$ cat src/rtl/pc_pkg.sv
// Shared definitions for the fetch-stage program-counter unit: redirect-source
// encoding and default reset/exception vectors.
package pc_pkg;

  typedef enum logic [2:0] {
    NXT_EXC,
    NXT_RET,
    NXT_BR,
    NXT_JMP,
    NXT_SEQ
  } nxt_sel_e;

  localparam logic [15:0] DEFAULT_RESET_VEC = 16'h0000;
  localparam logic [15:0] DEFAULT_EXC_VEC   = 16'h0008;

endpackage

$ cat src/rtl/pc_ras.sv
// Circular return-address stack; a push when full overwrites the oldest entry.
// All state changes on the falling edge, in step with the pipeline registers.
module pc_ras
  import pc_pkg::*;
#(
  parameter int unsigned PC_W      = 16,
  parameter int unsigned RAS_DEPTH = 4
) (
  input  logic            clk,
  input  logic            rst_n,
  input  logic            push,
  input  logic            pop,
  input  logic            clear,
  input  logic [PC_W-1:0] push_data,
  output logic [PC_W-1:0] top,
  output logic            empty,
  output logic            full
);

  localparam int unsigned PTR_W = $clog2(RAS_DEPTH);
  localparam int unsigned CNT_W = PTR_W + 1;

  logic [PC_W-1:0]  stack_q [RAS_DEPTH];
  logic [PTR_W-1:0] ptr_q, ptr_d;
  logic [CNT_W-1:0] cnt_q, cnt_d;

  assign empty = (cnt_q == '0);
  assign full  = (cnt_q == CNT_W'(RAS_DEPTH));
  // ptr_q is the next free slot, so the top lives one below it (mod depth).
  assign top   = stack_q[ptr_q - PTR_W'(1)];

  // NOTE: every variable gets a default before the if-chain so no latch is inferred.
  always_comb begin
    ptr_d = ptr_q;
    cnt_d = cnt_q;
    if (clear) begin
      ptr_d = '0;
      cnt_d = '0;
    end else if (push) begin
      ptr_d = ptr_q + PTR_W'(1);
      cnt_d = full ? cnt_q : cnt_q + CNT_W'(1);
    end else if (pop && !empty) begin
      ptr_d = ptr_q - PTR_W'(1);
      cnt_d = cnt_q - CNT_W'(1);
    end
  end

  // NOTE: sequential state uses non-blocking assignments so all registers update together.
  always_ff @(negedge clk or negedge rst_n) begin
    if (!rst_n) begin
      ptr_q <= '0;
      cnt_q <= '0;
    end else begin
      ptr_q <= ptr_d;
      cnt_q <= cnt_d;
    end
  end

  // NOTE: the storage array is deliberately unreset; validity is tracked by cnt_q alone.
  always_ff @(negedge clk) begin
    if (push && !clear) stack_q[ptr_q] <= push_data;
  end

endmodule

$ cat src/rtl/pc_unit.sv
// Fetch-stage program counter with prioritised redirects
// (exception > return > branch > jump > sequential) and a return-address stack.
module pc_unit
  import pc_pkg::*;
#(
  parameter int unsigned     PC_W      = 16,
  parameter logic [PC_W-1:0] RESET_VEC = PC_W'(DEFAULT_RESET_VEC),
  parameter logic [PC_W-1:0] EXC_VEC   = PC_W'(DEFAULT_EXC_VEC),
  parameter int unsigned     INC       = 1,
  parameter int unsigned     RAS_DEPTH = 4
) (
  input  logic            clk,
  input  logic            rst_n,
  input  logic            ce,
  input  logic            exc,
  input  logic            branch_taken,
  input  logic [PC_W-1:0] branch_target,
  input  logic            jump,
  input  logic [PC_W-1:0] jump_target,
  input  logic            call,
  input  logic            ret,
  input  logic [PC_W-1:0] ret_target,
  output logic [PC_W-1:0] pc_out,
  output logic [PC_W-1:0] pc_seq,
  output logic [PC_W-1:0] epc_out,
  output logic            ras_empty,
  output logic            ras_full,
  output logic            ret_miss
);

  logic [PC_W-1:0] pc_q, pc_d, epc_q, epc_d, ras_top;
  logic            ret_miss_q, ret_miss_d;
  logic            ras_push, ras_pop;
  nxt_sel_e        sel;

  assign pc_out   = pc_q;
  assign pc_seq   = pc_q + PC_W'(INC);
  assign epc_out  = epc_q;
  assign ret_miss = ret_miss_q;

  always_comb begin
    if (exc)               sel = NXT_EXC;
    else if (ret)          sel = NXT_RET;
    else if (branch_taken) sel = NXT_BR;
    else if (jump)         sel = NXT_JMP;
    else                   sel = NXT_SEQ;
  end

  // Stalls gate every side effect except the exception path.
  assign ras_push = ce && (sel == NXT_JMP) && call;
  assign ras_pop  = ce && (sel == NXT_RET) && !ras_empty;

  always_comb begin
    pc_d       = pc_q;
    epc_d      = epc_q;
    ret_miss_d = 1'b0;
    if (sel == NXT_EXC) begin
      pc_d  = EXC_VEC;
      epc_d = pc_q;
    end else if (ce) begin
      unique case (sel)
        NXT_RET: begin
          pc_d       = ras_empty ? ret_target : ras_top;
          ret_miss_d = ras_empty;
        end
        NXT_BR:  pc_d = branch_target;
        NXT_JMP: pc_d = jump_target;
        default: pc_d = pc_seq;
      endcase
    end
  end

  always_ff @(negedge clk or negedge rst_n) begin
    if (!rst_n) begin
      pc_q       <= RESET_VEC;
      epc_q      <= '0;
      ret_miss_q <= 1'b0;
    end else begin
      pc_q       <= pc_d;
      epc_q      <= epc_d;
      ret_miss_q <= ret_miss_d;
    end
  end

  pc_ras #(
    .PC_W      (PC_W),
    .RAS_DEPTH (RAS_DEPTH)
  ) u_ras (
    .clk       (clk),
    .rst_n     (rst_n),
    .push      (ras_push),
    .pop       (ras_pop),
    .clear     (exc),
    .push_data (pc_seq),
    .top       (ras_top),
    .empty     (ras_empty),
    .full      (ras_full)
  );

endmodule
$ cat config.mk
export PLATFORM = sky130hd
export DESIGN_NAME = pc_unit
export DESIGN_NICKNAME = d
export VERILOG_FILES = /design/src/rtl/pc_pkg.sv /design/src/rtl/pc_ras.sv /design/src/rtl/pc_unit.sv
export SDC_FILE = /design/constraint.sdc
export NUM_CORES = 1
export LEC_CHECK = 0
export BUFFER_PORTS_ARGS = -buffer_cell sky130_fd_sc_hd__buf_4
export CORE_AREA = 2 2 99 101
export CTS_CLUSTER_SIZE = 25
export DETAILED_ROUTE_END_ITERATION = 10
export DIE_AREA = 0 0 101 103
export PLACE_DENSITY = 0.82
export SYNTH_ARGS = -nofsm -noshare
export SYNTH_HDL_FRONTEND = slang
export SYNTH_HIERARCHICAL = 1
export SYNTH_SLANG_ARGS = --single-unit
$ cat constraint.sdc
create_clock -name clk -period 3.65 [get_ports clk]
set_clock_uncertainty 0.05 [all_clocks]
set_input_delay 0 -clock clk [delete_from_list [all_inputs] [get_ports clk]]
set_output_delay 0 -clock clk [all_outputs]
set_load 0.1 [all_outputs]
==> metrics.md <==
| Metric | Value |
|---|---|
| Status | finished with violations |
| Violated checks | setup timing |
| Comb pwr share | 0.254 |
| Vias in the first global route | 4095 |
| Chip Width | 101 um |
| HP Class | reg -> reg |
| Flops & latches, synth | about 100 |
| Post-DP HPWL | about 9500 um |
| Vias per cell | 5.83 |
| Core Util, Final | 0.767 |
| Gr usage total | 0.278 |
| Initial Util | 0.526 |
| Core Area | between 0.009 and 0.01 mm2 |
| Die area | about 0.010 mm2 |
| Fin worst setup slack | -356 ps |
| R2r setup slk | 820 ps |
| Yosys top cell area share | 0.386 |
| Total power | ~3100 uW |
| Met1 usage | 0.372 |
| Fill cells | ~580 |
| Largest area contributor in the netlist | edfxtp_1 |
| Net Count, Synth | between 400 and 500 |
| DRC | 0 |
| Non-Filler Instances | ~700 |
| Number of synthesized flops with an enable pin | 64 |
| DRC violation total after the first TritonRoute iteration | between 300 and 400 |
| Worst path max stage delay | roughly 530 ps |
| IO Port Bufs | 106 |
| Clock network power share | 0.329 |
| Pins over their slew limit | 0 |
| Crit-path max FO | 3 |
| Io pins | about 110 |
| Clk Latency, worst-skew pair | between 400 and 500 ps |
| Cells after DPL | just over 600 |
| Storage cell area | between 0.002 and 0.003 mm2 |
| Top_reg_cell synth | edfxtp_1 |
| Switching power | 1220 uW |
| WL per Instance | approximately 20 um |
| Clock sinks | roughly 100 |
| Ys async rst share | 0.373 |
| CTS max path bufs | 2 |
| Largest cells by area after synthesis | edfxtp_1 (39%), dfrtn_1 (19%), mux4_2 (7.2%) |
| Synthesized area per cell | about 13 um2 |
| Seq pwr share | 0.418 |
| Most frequent cells in the layout | buf_4 (141), inv_1 (77), edfxtp_1 (64) |
| First-pass detailed-route iteration total | 6 |
| Vias post-DR | about 4100 |
| Fin nets | around 650 |
| Crit-path cells | nand4_1 > buf_4 > or4_4 > xnor2_4 > buf_12 |
| # hold bufs at CTS | 0 |
| CP max stage cell | or4_4 |
| Area Growth Syn to Fin | 45.9% |
| Final wirelength | between 10000 and 15000 um |
| TritonCTS clock tree | done |
| Final hold violations | 0 |
| Internal power | approximately 1900 uW |
| Peak VDD IR | between 200 and 300 uV |
| WP buf/inv | 2 |
| Worst slack, placed | -90.2 ps |
| Largest delay contributor family on the critical path | simple AND/OR/NAND/NOR gates |
| Worst Tran Pin Value | between 800 and 900 ps |
| First-pass GRT wire length | between 20000 and 25000 um |
| Leak Pwr | between 0.003 and 0.004 uW |
| Warnings from Yosys | 6 |
| Met2 usage | 0.458 |
| CP Data Required Time | about 3600 ps |
| Slew margin rel. | 0.450 |
| Rows | 36 |
| Post-synth cell types | around 50 |
| Clock transition at path regs | approximately 70 ps |
| Critical Path Sink Type | output pin |
| Cells after Synth | about 380 |
| Antenna diodes | 0 |
| Worst EP arrival | about 4000 ps |
| Die height | 103 um |
| GRT overflow | 0 |
| Final instance area | approximately 0.0073 mm2 |
| CTS buffer count | 9 |
| Area of the multi-input gates | 0.00227 mm2 |
| Initial antenna violation count | 1 |
| Crit path kind | reg -> out |
| Dpl cell area | about 0.0065 mm2 |
| Largest net degree at the start of global routing | 39 |
| GR peak layer | met2 |
| Seq/Total Area, Yosys | 0.577 |
| Root Buffer | clkbuf_8 |
| Number of max-cap violations | 0 |
| RSZ-0062 raised after global routing | yes |
| Switch share | 0.392 |
| Commonest non-fill, non-tap cell in the layout | buf_4 |
| Placer congestion estimate | 0.919 |
| Startpoint types | flip-flop |
| Mapped cell area | approximately 0.0050 mm2 |
| CTS H-Tree Depth | 3 |
| Post-route ant nets | 0 |
| PwrDens | 430 mW/mm2 |
| Final Setup Violations | 12 |
| Layout cell share with drive strength beyond 1 | 0.443 |
| Grt met3 use | 0.0495 |
## cell type report
cell class	instances	share of cell area
tap	114	0.0196
multi-input combinational	235	0.312
inverter	14	0.00724
clock buffer	9	0.0171
clock inverter	71	0.0446
timing repair buffer	165	0.204
sequential	102	0.396
## metrics by stage
step	hold slack, ps	TNS, ps
2_1_floorplan	483	-9380
3_3_place_gp	403	-61.5
3_5_place_dp	408	-242
4_1_cts	409	-2700
5_1_grt	424	-3520
6_report	406	-2800
## logic make-up (layout without fill, tap and decap cells)
| kind of cell | after synthesis | count (layout) | synth area share |
|---|---|---|---|
| buf+inv | 41 | 259 | 0.0392 |
| mux | 49 | 49 | 0.146 |
| simple gates | 87 | 87 | 0.0935 |
| flops | 102 | 102 | 0.577 |
| fa+ha+maj | 6 | 6 | 0.0166 |
| compound gates | 79 | 79 | 0.103 |
| xor+xnor | 14 | 14 | 0.0246 |
## per-layer routing
layer,up-vias,wire [um]
met2,225,6970
met3,33,1110
met1,2015,5610
met4,0,423
li1,1863,-
met5,-,0
## what timing repair did
item | 4_1_cts | 5_1_grt
endpoints found under the hold margin | 0 | 0
pin swaps | 9 | 16
endpoints found under the setup margin | 13 | 13
setup buffers | 7 | 10
gates resized for setup | 40 | 11
## path summary, 6_finish.rpt
check / start / end / depth (start not counted)
setup / recovery: pc_out[7]$_DFFE_NN0P_ / pc_seq[12] / 5
hold / removal: epc_out[10]$_DFFE_NN0N_ / epc_out[10]$_DFFE_NN0N_ / 1
setup reg to reg: u_ras/ptr_q[1]$_DFFE_NN0P_ / pc_out[3]$_DFFE_NN0P_ / 8
hold reg to reg: epc_out[10]$_DFFE_NN0N_ / epc_out[10]$_DFFE_NN0N_ / 1
max in group asynchronous: rst_n / pc_out[14]$_DFFE_NN0P_ / 1
min in group asynchronous: rst_n / ret_miss$_DFF_NN0_ / 1
## Yosys cell counts, types with 8 or more instances
| master | count |
|---|---|
| o22ai_1 | 13 |
| mux4_2 | 16 |
| nand2_1 | 30 |
| edfxtp_1 | 64 |
| mux2_2 | 29 |
| dfrtn_1 | 38 |
| o21ai_0 | 26 |
| nand3_1 | 13 |
| inv_1 | 15 |
| nor2_1 | 8 |
| xnor2_1 | 12 |
| clkbuf_1 | 13 |
## power groups by stage
stage	sequential [uW]	clock (uW)	combinational (uW)
finish	1300	1030	791
global route	1310	1140	819
CTS	1300	1030	773
detailed placement	1320	106	732
global placement	1320	106	721
floorplan	1570	106	269
## registers in the layout, summed over array words and instances (netlist names)
signal,flops
epc_out,16
u_ras/stack_q,64
u_ras/ptr_q,2
pc_out,16
u_ras/cnt_q,3
ret_miss,1
No activity file was read; power rests on OpenSTA's default activity.
